--- config.mk ---
export PLATFORM = sky130hd
export DESIGN_NAME = valid_ctrl_pipeline
export DESIGN_NICKNAME = d
export VERILOG_FILES = /design/src/rtl/cnn_ctrl_pkg.sv /design/src/rtl/ctrl_pipe_stage.sv /design/src/rtl/valid_ctrl_pipeline.sv
export SDC_FILE = /design/constraint.sdc
export NUM_CORES = 1
export LEC_CHECK = 0
export CAP_MARGIN = 10
export CORE_UTILIZATION = 40
export DETAILED_ROUTE_END_ITERATION = 8
export PLACE_DENSITY_LB_ADDON = 0.3
export SYNTH_ARGS = -nofsm -noshare
export SYNTH_HDL_FRONTEND = slang
export SYNTH_SLANG_ARGS = --single-unit
--- constraint.sdc ---
create_clock -name clk -period 3.05 [get_ports clk]
set_input_delay 0.305 -clock clk [delete_from_list [all_inputs] [get_ports clk]]
set_output_delay 0.305 -clock clk [all_outputs]
set_load 0.005 [all_outputs]
--- src/rtl/cnn_ctrl_pkg.sv ---
// Shared control-pipeline definitions for the CNN convolution layers.
// Holds the per-layer control depths (matching each layer's multiplier/adder
// tree latency), the default sideband tag width and a constant clog2 helper
// used to size the in-flight counter.
package cnn_ctrl_pkg;

  localparam int DEFAULT_CTRL_DEPTH = 7;
  localparam int DEFAULT_TAG_W      = 4;

  // Control depth per convolution layer; each must be >= 2.
  localparam int LAYER1_CTRL_DEPTH = 7;
  localparam int LAYER2_CTRL_DEPTH = 7;
  localparam int LAYER3_CTRL_DEPTH = 9;
  localparam int LAYER4_CTRL_DEPTH = 5;

  // Ceiling log2, usable in parameter expressions.
  function automatic int clog2(input int value);
    int result;
    int rem;
    result = 0;
    rem    = value - 1;
    while (rem > 0) begin
      result = result + 1;
      rem    = rem >> 1;
    end
    return result;
  endfunction

endpackage

--- src/rtl/ctrl_pipe_stage.sv ---
// One register stage of the control pipeline: {valid, tag, last}.
// Ports:
//   clk, rst        clock, asynchronous active-high reset
//   en              1 = load from the previous stage, 0 = hold
//   flush           synchronous clear (wins over en)
//   valid_d/tag_d/last_d   values from the previous stage (or pipeline input)
//   valid_q/tag_q/last_q   registered stage contents
module ctrl_pipe_stage #(
  parameter int TAG_W = 4
) (
  input  logic             clk,
  input  logic             rst,
  input  logic             en,
  input  logic             flush,
  input  logic             valid_d,
  input  logic [TAG_W-1:0] tag_d,
  input  logic             last_d,
  output logic             valid_q,
  output logic [TAG_W-1:0] tag_q,
  output logic             last_q
);

  // Sideband is gated by valid so a bubble always carries tag=0/last=0.
  always_ff @(posedge clk or posedge rst) begin
    if (rst) begin
      valid_q <= 1'b0;
      tag_q   <= '0;
      last_q  <= 1'b0;
    end else if (flush) begin
      valid_q <= 1'b0;
      tag_q   <= '0;
      last_q  <= 1'b0;
    end else if (en) begin
      valid_q <= valid_d;
      tag_q   <= valid_d ? tag_d : '0;
      last_q  <= valid_d & last_d;
    end
  end

endmodule

--- src/rtl/valid_ctrl_pipeline.sv ---
// Valid/sideband control pipeline keeping a bias-stage valid, its channel tag
// and last-of-tile flag aligned with the datapath through DEPTH stages.
// Supports stall (en), synchronous flush, an in-flight counter, a completion
// pulse and a sticky stall-violation error.
// Ports:
//   clk, rst               clock, asynchronous active-high reset
//   en, flush              advance enable, synchronous clear
//   valid_in/tag_in/last_in  item entering stage 0
//   valid_pipeline         valid bits of stages 0..DEPTH-2
//   valid_out/tag_out/last_out  final stage contents
//   done                   valid_out & last_out
//   inflight, busy         number of valid stages, inflight != 0
//   err                    sticky: valid_in seen while stalled
module valid_ctrl_pipeline
  import cnn_ctrl_pkg::*;
#(
  parameter int DEPTH = DEFAULT_CTRL_DEPTH,
  parameter int TAG_W = DEFAULT_TAG_W,
  parameter int CNT_W = clog2(DEPTH + 1)
) (
  input  logic             clk,
  input  logic             rst,
  input  logic             en,
  input  logic             flush,
  input  logic             valid_in,
  input  logic [TAG_W-1:0] tag_in,
  input  logic             last_in,
  output logic [DEPTH-2:0] valid_pipeline,
  output logic             valid_out,
  output logic [TAG_W-1:0] tag_out,
  output logic             last_out,
  output logic             done,
  output logic [CNT_W-1:0] inflight,
  output logic             busy,
  output logic             err
);

  logic [DEPTH-1:0] stage_valid;
  logic [DEPTH-1:0] stage_last;
  logic [TAG_W-1:0] stage_tag [DEPTH];

  logic [DEPTH-1:0] d_valid;
  logic [DEPTH-1:0] d_last;
  logic [TAG_W-1:0] d_tag [DEPTH];

  // Each stage is fed by the one before it; stage 0 by the pipeline input.
  assign d_valid  = {stage_valid[DEPTH-2:0], valid_in};
  assign d_last   = {stage_last[DEPTH-2:0], last_in};
  assign d_tag[0] = tag_in;

  for (genvar i = 1; i < DEPTH; i++) begin : g_tag_chain
    assign d_tag[i] = stage_tag[i-1];
  end

  for (genvar i = 0; i < DEPTH; i++) begin : g_stage
    ctrl_pipe_stage #(
      .TAG_W(TAG_W)
    ) u_stage (
      .clk    (clk),
      .rst    (rst),
      .en     (en),
      .flush  (flush),
      .valid_d(d_valid[i]),
      .tag_d  (d_tag[i]),
      .last_d (d_last[i]),
      .valid_q(stage_valid[i]),
      .tag_q  (stage_tag[i]),
      .last_q (stage_last[i])
    );
  end

  assign valid_pipeline = stage_valid[DEPTH-2:0];
  assign valid_out      = stage_valid[DEPTH-1];
  assign tag_out        = stage_tag[DEPTH-1];
  assign last_out       = stage_last[DEPTH-1];
  assign done           = valid_out & last_out;
  assign busy           = (inflight != '0);

  // On a shift one item may enter and one may leave; the counter tracks the
  // net change so it always equals the number of valid stages.  A producer
  // asserting valid_in during a stall has its item dropped and raises err.
  always_ff @(posedge clk or posedge rst) begin
    if (rst) begin
      inflight <= '0;
      err      <= 1'b0;
    end else if (flush) begin
      inflight <= '0;
      err      <= 1'b0;
    end else if (en) begin
      inflight <= inflight + CNT_W'(valid_in) - CNT_W'(valid_out);
    end else if (valid_in) begin
      err <= 1'b1;
    end
  end

endmodule

Yosys cells after proc, flatten, opt, wreduce, memory -nomap -nowiden:

Index checks and enable logic that the tools add are counted.

* bits in registers: 46
* input bits: 10
* output and inout port bits: 18
* word-level logic and storage cells: 92

* $add $sub $neg: 2
* equal/unequal tests: 1
* mux-type cells: 54
* bitwise gates (word level): 8
* reductions and logical operators: 4

Operators by type and width (count)
* 2-to-1 mux 4 bit: 21
* 2-to-1 mux 1 bit: 31
* bitwise AND 1 bit: 8
* 2-to-1 mux 3 bit: 2
* nonzero test 2 bit: 2
* adder 3 x 1 -> 3 bit: 1
* nonzero test 3 bit: 1
* subtractor 3 x 1 -> 3 bit: 1
* != test 2 x 1 -> 1 bit (second input constant): 1
* AND reduction 2 bit: 1

Depth between registers and ports, before layout:

* depth in word-level cells: 4
* gate-level depth with buffers: 9
* gate-level depth less buffers: 9

Hierarchy:

From an unflattened synthesis, not the netlist that was laid out.

* cells, all modules: 187
* area total of the unflattened synthesis: 2043.2 µm²

Modules (own cells, without submodules)
* ctrl_pipe_stage: instances 7, cells each 23, area an instance 256.5 µm², seq. area each 150.1 µm²
* valid_ctrl_pipeline: instances 1, cells each 26, area an instance 247.7 µm², seq. area each 100.1 µm²

Worst setup path before layout:

Ideal clock, no wire load.

* path type: reg2reg
* from: register g_stage[6].u_stage.valid_q
* to: register inflight[2]
* library setup time: 120 ps
* arrival: 1697 ps
* setup slack: 1233 ps
* cell stages (with the launch flop): 9
* path buffers: 0
* path through: dfrtp_1 > ha_1 > inv_1 > ha_1 > inv_1 > fa_1 > xor2_1 > a21oi_1 > a31o_2

* longest elaborated chain between the ends: 3

RTL lines
* from (decl): RTL line ctrl_pipe_stage.sv:18 `output logic valid_q,`
* from (signal assigned): RTL line ctrl_pipe_stage.sv:34 `valid_q <= valid_d;`
* subtractor 3 x 1 -> 3 bit: RTL line valid_ctrl_pipeline.sv:90 `inflight <= inflight + CNT_W'(valid_in) - CNT_W'(valid_out);`
* 2-to-1 mux 3 bit: RTL line valid_ctrl_pipeline.sv:89 `end else if (en) begin`
* 2-to-1 mux 3 bit: RTL line valid_ctrl_pipeline.sv:86 `end else if (flush) begin`
* to (signal assigned): RTL line valid_ctrl_pipeline.sv:90
* to (decl): RTL line valid_ctrl_pipeline.sv:33 `output logic [CNT_W-1:0] inflight,`

Every way passes these cells. The select of a mux whose other input is x is not followed.
A chain may end at the register's enable or synchronous reset.

Final worst setup path:

Same ends and word-level chain as after synthesis.

==> results.tsv <==
stage	metric	value	unit
power	p_per_area	458	nW/um^2
cells_and_area	syn_to_final_growth	15.7	%
floorplanning	ios	28	
sta	clock_skew	0.00287	ns
setup_path	crit_fanout	4	
cells_and_area	regArea	1150	um^2
power	leakage	0.985	nW
setup_path	r2r-end	inflight[2]	
sta	setup_viol	0	
floorplanning	die_x	72.9	um
global_route	grt_max_degree	37	
setup_path	critPathCapture	inflight[2]	
power	finalPower	1.06	mW
place	dp_slack	0.889	ns
yosys	netlist_instances	205	
status	status	finished clean	
floorplanning	fp.dieH	72.9	um
yosys	syn_nets	218	
power	switching_power	0.249	mW
yosys	synth.largest_area_cell	dfrtp_1	
yosys	synthDistinctLibCells	20	
route	vias_per_cell	4.98	
cells_and_area	finalInstanceArea	2320	um^2
clock_network	cts.clk_slew.worst_paths	0.08	ns
place	gp_congestion	0.736	
clock_network	postCtsSetupRepairBufs	0	
yosys	synth-compound-area-share	10.3	%
clock_network	clockRootBuffer	clkbuf_8	
clock_network	clkLatencyLatePin	0.29	ns
global_route	overflow	0	
setup_path	cp.depth	8	
yosys	synth_xor_area_share	0.436	%
sta	fmax	0.509	GHz
sta	max-slew-margin-rel	36.1	%
global_route	grt_pass1_wl	6670	um
cells_and_area	multiInputGateArea	707	um^2
clock_network	cts_tree	built	
sta	rsz0062_at_grt	false	
yosys	synth_simple_gate_area_share	18.2	%
setup_path	max_stage_delay	0.43	ns
place	portBuffers	27	
yosys	synth_edf_count	0	
sta	worst-slew-pin-transition	0.953	ns
clock_network	clock_sinks	46	
power	peakVddDrop	0.000252	V
yosys	ys_warn_count	0	
yosys	ys_top_cells_by_area	dfrtp_1 (57%), a21oi_1 (9.2%), nand3_1 (8.7%), nand2_1 (6.5%), mux2i_1 (4.0%)	
power	pwr-share-seq	59.0	%
yosys	yosysTopAreaCellShare	57.3	%
yosys	yosysSeqAreaShare	57.3	%
setup_path	crit_start	g_stage[6].u_stage.valid_q	
clock_network	clockBufferDepth	2	
hold_path	hold_path_class	in -> async	
route	wl_per_cell	12.6	um
route	first_pass_iters	4	
clock_network	cts.hold.buffers_added	0	
sta	hold_viol_final	0	
yosys	synth_area	2010	um^2
setup_path	path_buf_inv	2	
clock_network	cts_buffers	5	
cells_and_area	num_antenna_cells	0	
setup_path	cp_slowest_cell	dfrtp_1	
setup_path	r2r_cells	8	
setup_path	arrival	2.15	ns
global_route	grt_pass1_vias	1431	
place	dp_hpwl	2280	um
yosys	synth_area_per_cell	9.80	um^2
floorplanning	core	4790	um^2
floorplanning	start_util	42.0	%
sta	maxSlewViolCount	0	
cells_and_area	layout.nets	236	
yosys	yosys.area_share.adder	2.24	%
power	clkPwrFrac	32.2	%
route	drtIter0Drc	103	
sta	hold_ws	0.411	ns
floorplanning	die_area	5310	um^2
setup_path	reg2reg_from	g_stage[6].u_stage.valid_q	
route	wirelength	3640	um
sta	fin_setup_tns	0	ns
cells_and_area	drive_above_1_share	5.38	%
setup_path	worst-r2r-setup-slack	1.08	ns
power	p_int	0.815	mW
global_route	grt_antenna_before_repair	0	
clock_network	ctsResizeCount	0	
power	combPwrFrac	8.9	%
floorplanning	rows	25	
setup_path	required	3.23	ns
job	maxCapViolations	0	
yosys	ys_ff_latch	46	
setup_path	crit_type	reg -> reg	
clock_network	htree_levels	2	
sta	period_share	64.5	%
setup_path	end_kind	flop	
setup_path	cp_cell_sequence	ha_1 -> inv_1 -> ha_1 -> inv_1 -> fa_1 -> xor2_1 -> a21oi_1 -> a31o_2	
power	switching_share	23.4	%
yosys	post-synth-top-count-cell	dfrtp_1	
yosys	muxShareOfSynthArea	3.99	%
sta	fin_crit	1.97	ns
route	ant_nets	0	
route	vias	1444	
place	placedInstanceArea	2250	um^2
yosys	synth_top_family_by_area	simple AND/OR/NAND/NOR gates	
sta	worst_slack	1.08	ns
cells_and_area	nFillCells	483	
setup_path	critPathLaunchType	flop	
global_route	grtUsageTotal	16.4	%
yosys	ys.flop_type	dfrtp_1	
yosys	synthTopCellsByCount	dfrtp_1 (46), a21oi_1 (37), nand2_1 (35), nand3_1 (35), nor2_1 (11)	
yosys	async_flop_share	100	%
setup_path	path_delay_family	adder cells	
route	drc	0	
[power groups by stage]
stage / logic [mW] / clock network [mW] / registers, mW
finish: 0.0943 / 0.342 / 0.627
global route: 0.106 / 0.383 / 0.629
CTS: 0.0967 / 0.358 / 0.628
detailed placement: 0.0964 / 0 / 0.640
global placement: 0.0959 / 0 / 0.640
floorplan: 0.0619 / 0 / 0.637
[sequential cells by signal, indices dropped and copies added, names as in the netlist]
signal and cells:
g_stage.u_stage.valid_q 7, g_stage.u_stage.last_q 7, inflight 3, err 1, g_stage.u_stage.tag_q 28
[cell usage in the layout, fill, tap and decap left out, types with 2 or more instances in the layout]
master	synthesis	final
inv_1	4	3
clkdlybuf4s50_1	0	26
clkbuf_1	2	2
nand3_1	35	35
nor2_1	11	11
nand2_1	35	35
ha_1	2	2
mux2i_1	8	8
dfrtp_1	46	46
buf_4	6	3
clkbuf_8	0	5
a21oi_1	37	37
[metrics by stage]
stage | std cells | util (%)
2_1_floorplan | 205 | -
3_3_place_gp | 283 | 47.0
3_5_place_dp | 283 | 47.0
4_1_cts | 290 | 48.6
5_1_grt | 290 | 48.6
6_report | 290 | 48.6
[metal layers]
| metal | GRT usage, % | up-vias | wire (um) |
|---|---|---|---|
| met5 | 0 | - | 0 |
| met4 | 5.88 | 0 | 44 |
| met3 | 3.73 | 5 | 119 |
| met2 | 27.2 | 26 | 1730 |
| met1 | 21.2 | 697 | 1750 |
| li1 | - | 716 | - |
[cell type report]
type	count	area share (%)
clock buffers	7	3.28
inverters	5	0.807
multi-input cells	135	30.4
flip-flops and latches	46	49.5
well taps	67	3.61
repair buffers	30	12.4
[kinds of logic (layout without fill, tap and decap cells)]
group	after synthesis	after routing
AOI/OAI and AO/OA	39	39
xor gates and xnor gates	1	1
adders and majority gates	3	3
buffers and inverters	24	42
DFF	46	46
muxes	8	8
and+or+nand+nor	84	84
[worst reg2reg max path: cells and delay by family, from the launching register on]
kind | cells | cell delay [ns]
AO/OA/AOI/OAI | 2 | 0.33
XOR/XNOR | 1 | 0.19
adder cells (fa/ha/maj) | 3 | 0.80
buffers and inverters | 2 | 0.11
flip-flops | 1 | 0.43
[worst min-delay path by stage]
stage                   from                         to  slack, ns
floorplan           valid_in  g_stage[0].u_stage.last_q       0.45
global placement         err                        err       0.49
detailed placement       err                        err       0.49
CTS                      rst                inflight[0]       0.45
global route             rst                inflight[0]       0.50
finish                   rst                inflight[0]       0.41
Power figures use the tool's default switching activity.
